**src/rtl/alu_result_stage.sv**
```systemverilog
// Execute-to-writeback register behind the ALU: result capture, architectural flags,
// multi-cycle hold and a valid/ready writeback port. ALU_STALL_COUNT_EN enables stall_cnt.
module alu_result_stage #(
  parameter int unsigned DWIDTH     = 32,
  parameter int unsigned RWIDTH     = 4,
  parameter int unsigned MCP_CYCLES = 1
) (
  input  logic              clk,
  input  logic              rst,
  input  logic              in_valid,
  output logic              in_ready,
  input  logic [DWIDTH-1:0] alu_dout,
  input  logic              alu_cout,
  input  logic              alu_vout,
  input  logic              alu_qnzout,
  input  logic              alu_mcp,
  input  logic [RWIDTH-1:0] in_rdest,
  input  logic              in_wen,
  input  logic              in_setflags,
  input  logic              in_djnz,
  output logic              wb_valid,
  input  logic              wb_ready,
  output logic [DWIDTH-1:0] wb_data,
  output logic [RWIDTH-1:0] wb_rdest,
  output logic              wb_wen,
  output logic              djnz_taken,
  output logic              flag_c,
  output logic              flag_v,
  output logic              flag_z,
  output logic              flag_s,
  output logic [15:0]       stall_cnt
);

  typedef enum logic [0:0] {StReady, StMcp} state_e;

  state_e      state_q, state_d;
  logic [2:0]  mcp_cnt_q, mcp_cnt_d;
  logic        space;
  logic        capture;

  assign space   = !wb_valid || wb_ready;
  assign capture = in_valid && in_ready;

  always_comb begin
    state_d   = state_q;
    mcp_cnt_d = mcp_cnt_q;
    in_ready  = 1'b0;
    unique case (state_q)
      StReady: begin
        if (in_valid && alu_mcp && space) begin
          // The detecting cycle is the first hold cycle, so latency is 1+MCP_CYCLES.
          state_d   = StMcp;
          mcp_cnt_d = 3'(MCP_CYCLES - 1);
        end else begin
          in_ready = space;
        end
      end
      StMcp: begin
        if (mcp_cnt_q != 3'd0) begin
          mcp_cnt_d = mcp_cnt_q - 3'd1;
        end else begin
          in_ready = space;
          if (in_valid && space) state_d = StReady;
        end
      end
      default: state_d = StReady;
    endcase
  end

  always_ff @(posedge clk or posedge rst) begin
    if (rst) begin
      state_q   <= StReady;
      mcp_cnt_q <= 3'd0;
    end else begin
      state_q   <= state_d;
      mcp_cnt_q <= mcp_cnt_d;
    end
  end

  always_ff @(posedge clk or posedge rst) begin
    if (rst) begin
      wb_valid   <= 1'b0;
      wb_data    <= '0;
      wb_rdest   <= '0;
      wb_wen     <= 1'b0;
      djnz_taken <= 1'b0;
    end else begin
      djnz_taken <= capture && in_djnz && alu_qnzout;
      if (capture) begin
        wb_valid <= 1'b1;
        wb_data  <= alu_dout;
        wb_rdest <= in_rdest;
        wb_wen   <= in_wen;
      end else if (wb_ready) begin
        wb_valid <= 1'b0;
      end
    end
  end

  always_ff @(posedge clk or posedge rst) begin
    if (rst) begin
      flag_c <= 1'b0;
      flag_v <= 1'b0;
      flag_z <= 1'b0;
      flag_s <= 1'b0;
    end else if (capture && in_setflags) begin
      flag_c <= alu_cout;
      flag_v <= alu_vout;
      flag_z <= (alu_dout == '0);
      flag_s <= alu_dout[DWIDTH-1];
    end
  end

`ifdef ALU_STALL_COUNT_EN
  always_ff @(posedge clk or posedge rst) begin
    if (rst) begin
      stall_cnt <= 16'd0;
    end else if (in_valid && !in_ready && (stall_cnt != 16'hFFFF)) begin
      stall_cnt <= stall_cnt + 16'd1;
    end
  end
`else
  assign stall_cnt = 16'd0;
`endif

endmodule

```
**config.mk**
```make
export PLATFORM = sky130hd
export DESIGN_NAME = alu_result_stage
export DESIGN_NICKNAME = d
export VERILOG_FILES = /design/src/rtl/alu_result_stage.sv
export SDC_FILE = /design/constraint.sdc
export NUM_CORES = 1
export LEC_CHECK = 0
export BUFFER_PORTS_ARGS = -buffer_cell sky130_fd_sc_hd__buf_2
export CAP_MARGIN = 20
export CORE_ASPECT_RATIO = 1.4
export CORE_MARGIN = 3
export CORE_UTILIZATION = 43
export CTS_CLUSTER_DIAMETER = 30
export DETAILED_ROUTE_END_ITERATION = 8
export PLACE_DENSITY = 0.78
export REMOVE_ABC_BUFFERS = 1
export SLEW_MARGIN = 20
export SYNTH_ARGS = -nofsm -noshare
export SYNTH_HDL_FRONTEND = slang
export SYNTH_SLANG_ARGS = --single-unit
export TNS_END_PERCENT = 1
```
**constraint.sdc**
```tcl
create_clock -name clk -period 6.4 [get_ports clk]
set_clock_uncertainty 0.2 [all_clocks]
set_input_delay 0.96 -clock clk [delete_from_list [all_inputs] [get_ports clk]]
set_output_delay 0.96 -clock clk [all_outputs]
set_load 0.02 [all_outputs]
```
# == Yosys cells after proc, flatten, opt, wreduce, memory -nomap -nowiden ==
# Cells that the tools add are included.
# word_totals
regBits,47
input_bits,47
out_inout_bits,60
# classes
addsub,1
eq_ne,2
mux,12
n_bitwise,1
n_reduce_logical,13
# ops
op,count
logical NOT 32 bit,1
logical AND 1 bit,7
2-to-1 mux 1 bit,7
2-to-1 mux 3 bit,2
one-hot mux 3 bit (2 select lines),1
one-hot mux 1 bit (2 select lines),2
nonzero test 3 bit,1
"subtractor 3 x 1 -> 3 bit, second input constant",1
"!= test 2 x 1 -> 1 bit, second input constant",1
"!= test 2 bit, second input constant",1
AND reduction 2 bit,1
nonzero test 2 bit,1
logical NOT 1 bit,1
logical OR 1 bit,1
inverter 1 bit,1

# == Longest topological paths before layout ==
# Gate-level depths: netlist of run 1.
# depth
depth_word,8
mapped_depth,8
depth_no_buf,7

# == Worst setup path before layout of run 1 ==
# No wires, ideal clock.
# synth_timing
path_type,input to output
startpoint,input alu_mcp
endpoint,output in_ready
arrival_ns,1.686
required_ns,5.240
setup_slack_ns,3.554
path_stages,2
n_path_buf,0
cell_sequence,nor2b_1 -> a211oi_1
# synth_between
elab_chain_len,4
# synth_lines
element,line_no,source
from (decl),16,"input logic alu_mcp,"
logical AND 1 bit (2 in a row),50,if (in_valid && alu_mcp && space) begin
2-to-1 mux 1 bit,50,
one-hot mux 1 bit (2 select lines),48,unique case (state_q)
to (decl),11,"output logic in_ready,"
# No other way between the ends.

# == Final worst setup path of run 1 ==
# layout_timing
startpoint,register mcp_cnt_q[0]
endpoint,output in_ready
# layout_between
elab_chain_len,3
# layout_lines
element,line_no,source
from (decl),37,"logic [2:0] mcp_cnt_q, mcp_cnt_d;"
from (signal assigned),76,mcp_cnt_q <= mcp_cnt_d;
nonzero test 3 bit,59,if (mcp_cnt_q != 3'd0) begin
2-to-1 mux 1 bit,59,
one-hot mux 1 bit (2 select lines),48,
# No other way between the ends.

==> results.json, run 1 <==
{
  "cts_tree": "built",
  "reg.largest.list": "wb_data (32), wb_rdest (4), mcp_cnt_q (3)",
  "clk_pin_slew_ns": 0.08,
  "synthTopCellsByArea": "dfrtp_1 (58%), mux2_2 (21%), buf_4 (6.3%)",
  "yosys-top-cells-count": "dfrtp_1 (47), mux2_2 (37), buf_4 (17)",
  "synth.distinct_cells": 22,
  "cts_resized": 0,
  "p_leak_nw": 1.28,
  "worst_setup_path_start_kind": "flip-flop",
  "drive_gt1_share_pct": 57.7,
  "largest-register": "wb_data",
  "yosys.area.top_type": "dfrtp_1",
  "design.core.area_mm2": 0.00438,
  "die_height_um": 87.0,
  "syn_avg_cell_area_um2": 13.7,
  "antennaDiodeCount": 0,
  "crit_chain": "inv_1 -> ha_1 -> ha_1 -> nor2b_1 -> a211oi_1 -> buf_2",
  "clockBufferDepth": 2,
  "finalHoldViolCount": 0,
  "ys_warn_count": 0,
  "tightest_slew_ns": 0.949,
  "worstSetupEndpoint": "in_ready",
  "io_buffers": 90,
  "firstDrtPassIters": 4,
  "nFillCells": 391,
  "min_period_ns": 2.84,
  "nets": 289,
  "area_growth_pct": 26.8,
  "worstSetupPathType": "reg2out",
  "grt_pass1_vias": 1471,
  "grtUsageMet2_pct": 28.1,
  "worstSkewPairLatency_ns": 0.29,
  "power_density_mw_per_mm2": 520,
  "grt_first_pass_wirelength_um": 6570,
  "synth_xor_area_share_pct": 0,
  "ys_ff_latch": 47,
  "r2r_cells": 8,
  "final-setup-viol-count": 0,
  "muxShareOfSynthArea_pct": 22.9,
  "wl_per_cell_um": 13.1,
  "viasPerCell": 4.65,
  "cp-end-kind": "primary output",
  "via_count": 1399,
  "routed_wl_um": 3950,
  "fin_tns_setup_ns": 0,
  "holdBufCountCts": 0,
  "root_buffer": "clkbuf_8",
  "largest_reg_flops": 32,
  "async_flop_share_pct": 100,
  "max_freq_mhz": 352,
  "multiInputGateArea_um2": 741,
  "synthAdderAreaFrac_pct": 1.24,
  "synth_top_family_by_area": "multiplexers",
  "seq_area_mm2": 0.00118,
  "rr_startpoint": "mcp_cnt_q[0]$_DFFE_PP0P_",
  "ir_drop_uv": 250,
  "final.period_utilization_pct": 44.4,
  "holdCritStartpoint": "mcp_cnt_q[1]$_DFFE_PP0P_",
  "antenna_found_initial": 0,
  "drt_iter0_drc": 83,
  "yosysTopAreaCellShare_pct": 58.4,
  "status": "complete, no violations",
  "cp_top_family": "adder cells",
  "die_w_um": 63.8,
  "synth_compound_area_share_pct": 1.55,
  "cts_setup_buffers": 0,
  "dieArea_mm2": 0.00555,
  "crit_path_start": "mcp_cnt_q[0]$_DFFE_PP0P_",
  "met1_usage_pct": 16.5,
  "pin_count": 107,
  "remaining_drc_errors": 0,
  "path_buf_inv": 2,
  "synth_ff_type": "dfrtp_1",
  "grt_max_degree": 48,
  "r2r_slack_ns": 3.95,
  "slowest_delay_ns": 0.37,
  "synth_edf_count": 0,
  "cts_made_buffers": 5,
  "netlist_area_mm2": 0.00201,
  "yosys.area_share.simple_pct": 7.64,
  "required_ns": 5.24,
  "track_usage_pct": 15.2,
  "placementRows": 28,
  "r2r_end": "flag_v$_DFFE_PP0P_",
  "postRouteAntennaNets": 0,
  "cpMaxStageDelayCell": "dfrtp_1",
  "worst-path-stages": 6,
  "synthCells": 147,
  "critPathMaxFanout": 3,
  "dp_hpwl_um": 3060,
  "gp_congestion": 0.731,
  "hold_path.class": "reg2reg",
  "yosysSeqAreaShare_pct": 58.4,
  "yosysMostFrequentCell": "dfrtp_1",
  "gr-usage-met3_pct": 4.91,
  "initial_core_util_pct": 46.0,
  "clock-sinks": 47,
  "arrival_ns": 1.68,
  "grt_overflow": 0,
  "stdcell_count": 301,
  "busiest_layer": "met2",
  "maxCapViolCount": 0,
  "drv_slew": 0,
  "path_common_cell": "ha_1",
  "placed_cells": 293,
  "timing.slew.headroom_pct": 36.7,
  "h-tree-depth": 2,
  "rsz0062_at_grt": "no"
}
-- cell usage in the layout (no fill, tap or decap) --
| cell type | count |
|---|---|
| o31ai_1 | 1 |
| nor4_1 | 8 |
| dfrtp_1 | 47 |
| nor2_1 | 1 |
| nand4_1 | 2 |
| clkinv_2 | 1 |
| mux2_2 | 37 |
| o21ai_0 | 2 |
| nor2b_1 | 3 |
| clkinvlp_4 | 1 |
| inv_2 | 1 |
| clkbuf_1 | 1 |
| nand2b_1 | 2 |
| mux2_1 | 4 |
| nand2_1 | 6 |
| inv_1 | 4 |
| nor4b_4 | 1 |
| a211oi_1 | 1 |
| buf_4 | 1 |
| or2_2 | 1 |
| ha_1 | 2 |
| and3_1 | 1 |
| a31oi_1 | 1 |
| buf_2 | 90 |
| conb_1 | 16 |
| nand2_2 | 1 |
| clkbuf_8 | 5 |
-- power by group --
part | leakage (nW) | switching, W | internal [W]
Sequential | 0.559 | 0.0000707 | 0.000446
Clock | 0.0412 | 0.0000940 | 0.0000764
Combinational | 0.678 | 0.000363 | 0.000278
Total | 1.28 | 0.000528 | 0.000801
-- area by class of cell --
class / instances / area share [%]
Clock buffer: 6 / 2.84
Clock inverter: 2 / 0.490
Inverter: 5 / 0.735
Multi-Input combinational cell: 90 / 29.0
Sequential cell: 47 / 46.1
Tap cell: 60 / 2.94
Timing Repair Buffer: 91 / 17.9
-- kinds of logic (layout without fill, tap and decap cells) --
kind of cell | after synthesis | count (layout)
fa+ha+maj | 2 | 2
mux | 41 | 41
buf+inv | 25 | 104
compound gates | 5 | 5
simple gates | 26 | 26
flops | 47 | 47
other cells | 1 | 16
-- layer usage --
metal | vias to the layer above | part of all wire, %
met4 | 0 | 0.91
met3 | 4 | 7.8
met5 | - | 0
met1 | 674 | 37
met2 | 55 | 54
li1 | 666 | -
-- worst min-delay path by stage --
stage | endpoint | cells after the start
floorplan | mcp_cnt_q[1]$_DFFE_PP0P_ | 2
global route | wb_data[29]$_DFFE_PP0P_ | 1
global placement | mcp_cnt_q[1]$_DFFE_PP0P_ | 2
CTS | mcp_cnt_q[1]$_DFFE_PP0P_ | 2
detailed placement | mcp_cnt_q[1]$_DFFE_PP0P_ | 2
finish | mcp_cnt_q[1]$_DFFE_PP0P_ | 2
-- stage by stage --
stage,instance area [µm²],setup slack (ns),utilization [%],hold WS (ns),power (W)
after global placement,2470,3.61,56.4,0.264,0.00116
after detailed placement,2470,3.60,56.4,0.274,0.00117
final,2550,3.56,58.3,0.286,0.00133
after floorplan,1930,2.12,-,0.249,0.000959
after global routing,2550,3.46,58.3,0.324,0.00142
after CTS,2550,3.55,58.3,0.294,0.00135
-- worst min-delay path, stage by stage (launching register included) --
cell	delay [ns]
dfrtp_1	0.35
nand2_1	0.05
o31ai_1	0.06
Note: power is estimated with default switching activity, not from simulation.
==> inputs of run 2 (changes only) <==
Clock period 6.4 ns to 2.9 ns, I/O delays scaled along.
==> run 2 against run 1 <==
Compared with the run above: critical path depth rose by 2; sequential cell count did not move; global-route usage fell by 0.072 points; utilization rose by 0.57 points; cell count did not move; hold slack got worse by 0.13 ns; largest power group unchanged; die area did not move; worst setup slack got worse by 2.9 ns; register-to-register slack got worse by 3.3 ns; via count fell by 0.29%; highest routed layer unchanged; power rose by 130%.
==> results.json, run 2 (same netlist as run 1, synthesis figures left out) <==
{
  "status": "complete, no violations",
  "fin_tns_setup_ns": 0,
  "wl_per_cell_um": 13.6,
  "p_leak_nw": 1.29,
  "routed-wl-met2_um": 2250,
  "seq_area_mm2": 0.00118,
  "hold_path.class": "in2async",
  "cts_resized": 0,
  "power_w": 0.00303,
  "dp_slack_ns": 0.615,
  "area_growth_pct": 28.1,
  "worstSetupPathType": "reg2reg",
  "layout_common_cells": "buf_2 (90), dfrtp_1 (47), mux2_2 (37)",
  "worst_setup_path_start_kind": "flip-flop",
  "postRouteAntennaNets": 0,
  "placed_cells": 294,
  "critPathMaxFanout": 24,
  "rr_startpoint": "mcp_cnt_q[0]$_DFFE_PP0P_",
  "cp-end-kind": "flip-flop",
  "grt_overflow": 0,
  "die_w_um": 63.8,
  "arrival_ns": 2.26,
  "power_density_mw_per_mm2": 1170,
  "slowest_delay_ns": 0.39,
  "h-tree-depth": 2,
  "placementRows": 28,
  "timing.slew.headroom_pct": 37.1,
  "stdcell_count": 301,
  "design.core.area_mm2": 0.00438,
  "grt_first_pass_wirelength_um": 6570,
  "clockBufferDepth": 2,
  "grt_max_degree": 48,
  "final.period_utilization_pct": 78.8,
  "place_area_mm2": 0.00248,
  "nets": 290,
  "dr_wl_met3_um": 268,
  "initial_core_util_pct": 46.0,
  "drv_slew": 0,
  "met1_length_um": 1520,
  "remaining_drc_errors": 0,
  "die_height_um": 87.0,
  "multiInputGateArea_um2": 741,
  "clock-sinks": 47,
  "largest-register": "wb_data",
  "ir_drop_uv": 514,
  "grt_pass1_vias": 1443,
  "clk_pin_slew_ns": 0.08,
  "worstSkewPairLatency_ns": 0.29,
  "tightest_slew_ns": 0.942,
  "drt_iter0_drc": 30,
  "top_layer": "met4",
  "rsz0062_at_grt": "no",
  "r2r_cells": 8,
  "viasPerCell": 4.63,
  "drive_gt1_share_pct": 57.7,
  "required_ns": 2.88,
  "io_buffers": 90,
  "layout_commonest_cell": "buf_2",
  "largest_reg_flops": 32,
  "r2r_slack_ns": 0.61,
  "crit_chain": "inv_1 -> ha_1 -> ha_1 -> nor2b_1 -> nor4b_4 -> buf_4 -> nand2_2 -> mux2_1",
  "routed_wl_um": 4090,
  "antenna_found_initial": 0,
  "dieArea_mm2": 0.00555,
  "path_common_cell": "ha_1",
  "cts_setup_buffers": 0,
  "r2r_end": "flag_c$_DFFE_PP0P_",
  "layout_setup_ws_ns": 0.615,
  "fin_area_mm2": 0.00258,
  "pin_count": 107,
  "cts_tree": "built",
  "via_count": 1395,
  "holdBufCountCts": 0,
  "antennaDiodeCount": 0,
  "gp_congestion": 0.719,
  "final-setup-viol-count": 0,
  "cpMaxStageDelayCell": "dfrtp_1",
  "reg.largest.list": "wb_data (32), wb_rdest (4), mcp_cnt_q (3)",
  "track_usage_pct": 15.1,
  "finalHoldViolCount": 0,
  "firstDrtPassIters": 4,
  "cts_made_buffers": 5,
  "max_freq_mhz": 438,
  "dp_hpwl_um": 3240,
  "nFillCells": 393,
  "root_buffer": "clkbuf_8",
  "maxCapViolCount": 0,
  "min_period_ns": 2.29
}
==> run 2: changes by cell type in the layout (fill, tap and decap cells not counted), sizes merged <==
cell / previous run / this run
clkinv: 1 / 0
clkinvlp: 1 / 0
buf: 91 / 92
bufinv: 0 / 1
==> run 2: metrics by stage <==
step                util [%]  hold WS, ns
finish                  58.9        0.156
global route            58.9        0.149
CTS                     58.9        0.153
detailed placement      56.5        0.272
global placement        56.5        0.268
floorplan                  -        0.249
==> run 2: area by class of cell <==
type                    instances  area share [%]
clock buffers                   6            2.81
clock inverters                 1            1.16
inverters                       5           0.728
multi-input cells              90            28.7
flip-flops and latches         47            45.6
well taps                      60            2.91
repair buffers                 92            18.0
==> run 2: worst max-delay path by stage <==
stage / startpoint / end / slack (ns) / cells past startpoint
global route: mcp_cnt_q[0]$_DFFE_PP0P_ / flag_c$_DFFE_PP0P_ / 0.44 / 8
finish: mcp_cnt_q[0]$_DFFE_PP0P_ / flag_c$_DFFE_PP0P_ / 0.61 / 8
detailed placement: mcp_cnt_q[1]$_DFFE_PP0P_ / flag_c$_DFFE_PP0P_ / 0.61 / 8
CTS: mcp_cnt_q[0]$_DFFE_PP0P_ / flag_c$_DFFE_PP0P_ / 0.59 / 8
global placement: mcp_cnt_q[0]$_DFFE_PP0P_ / flag_s$_DFFE_PP0P_ / 0.70 / 8
floorplan: mcp_cnt_q[0]$_DFFE_PP0P_ / flag_c$_DFFE_PP0P_ / -1.09 / 7
==> run 2: critical path, delay by kind of cell, from the launching register on <==
kind	cells	cell delay, ns
flip-flops	1	0.39
multiplexers	1	0.33
buffers and inverters	2	0.42
AND/OR/NAND/NOR	3	0.52
adder cells (fa/ha/maj)	2	0.32
==> run 2: power breakdown <==
part           internal (W)  total (W)  switching [W]
combinational      0.000623    0.00143       0.000809
clock              0.000253   0.000452       0.000199
sequential         0.000984    0.00114       0.000157
total               0.00186    0.00303        0.00117
==> run 2: metal layers <==
metal | global-route usage (%) | vias to the layer above
li1 | - | 668
met1 | 16.6 | 665
met2 | 27.9 | 57
met3 | 4.39 | 5
met4 | 3.93 | 0
met5 | 0 | -
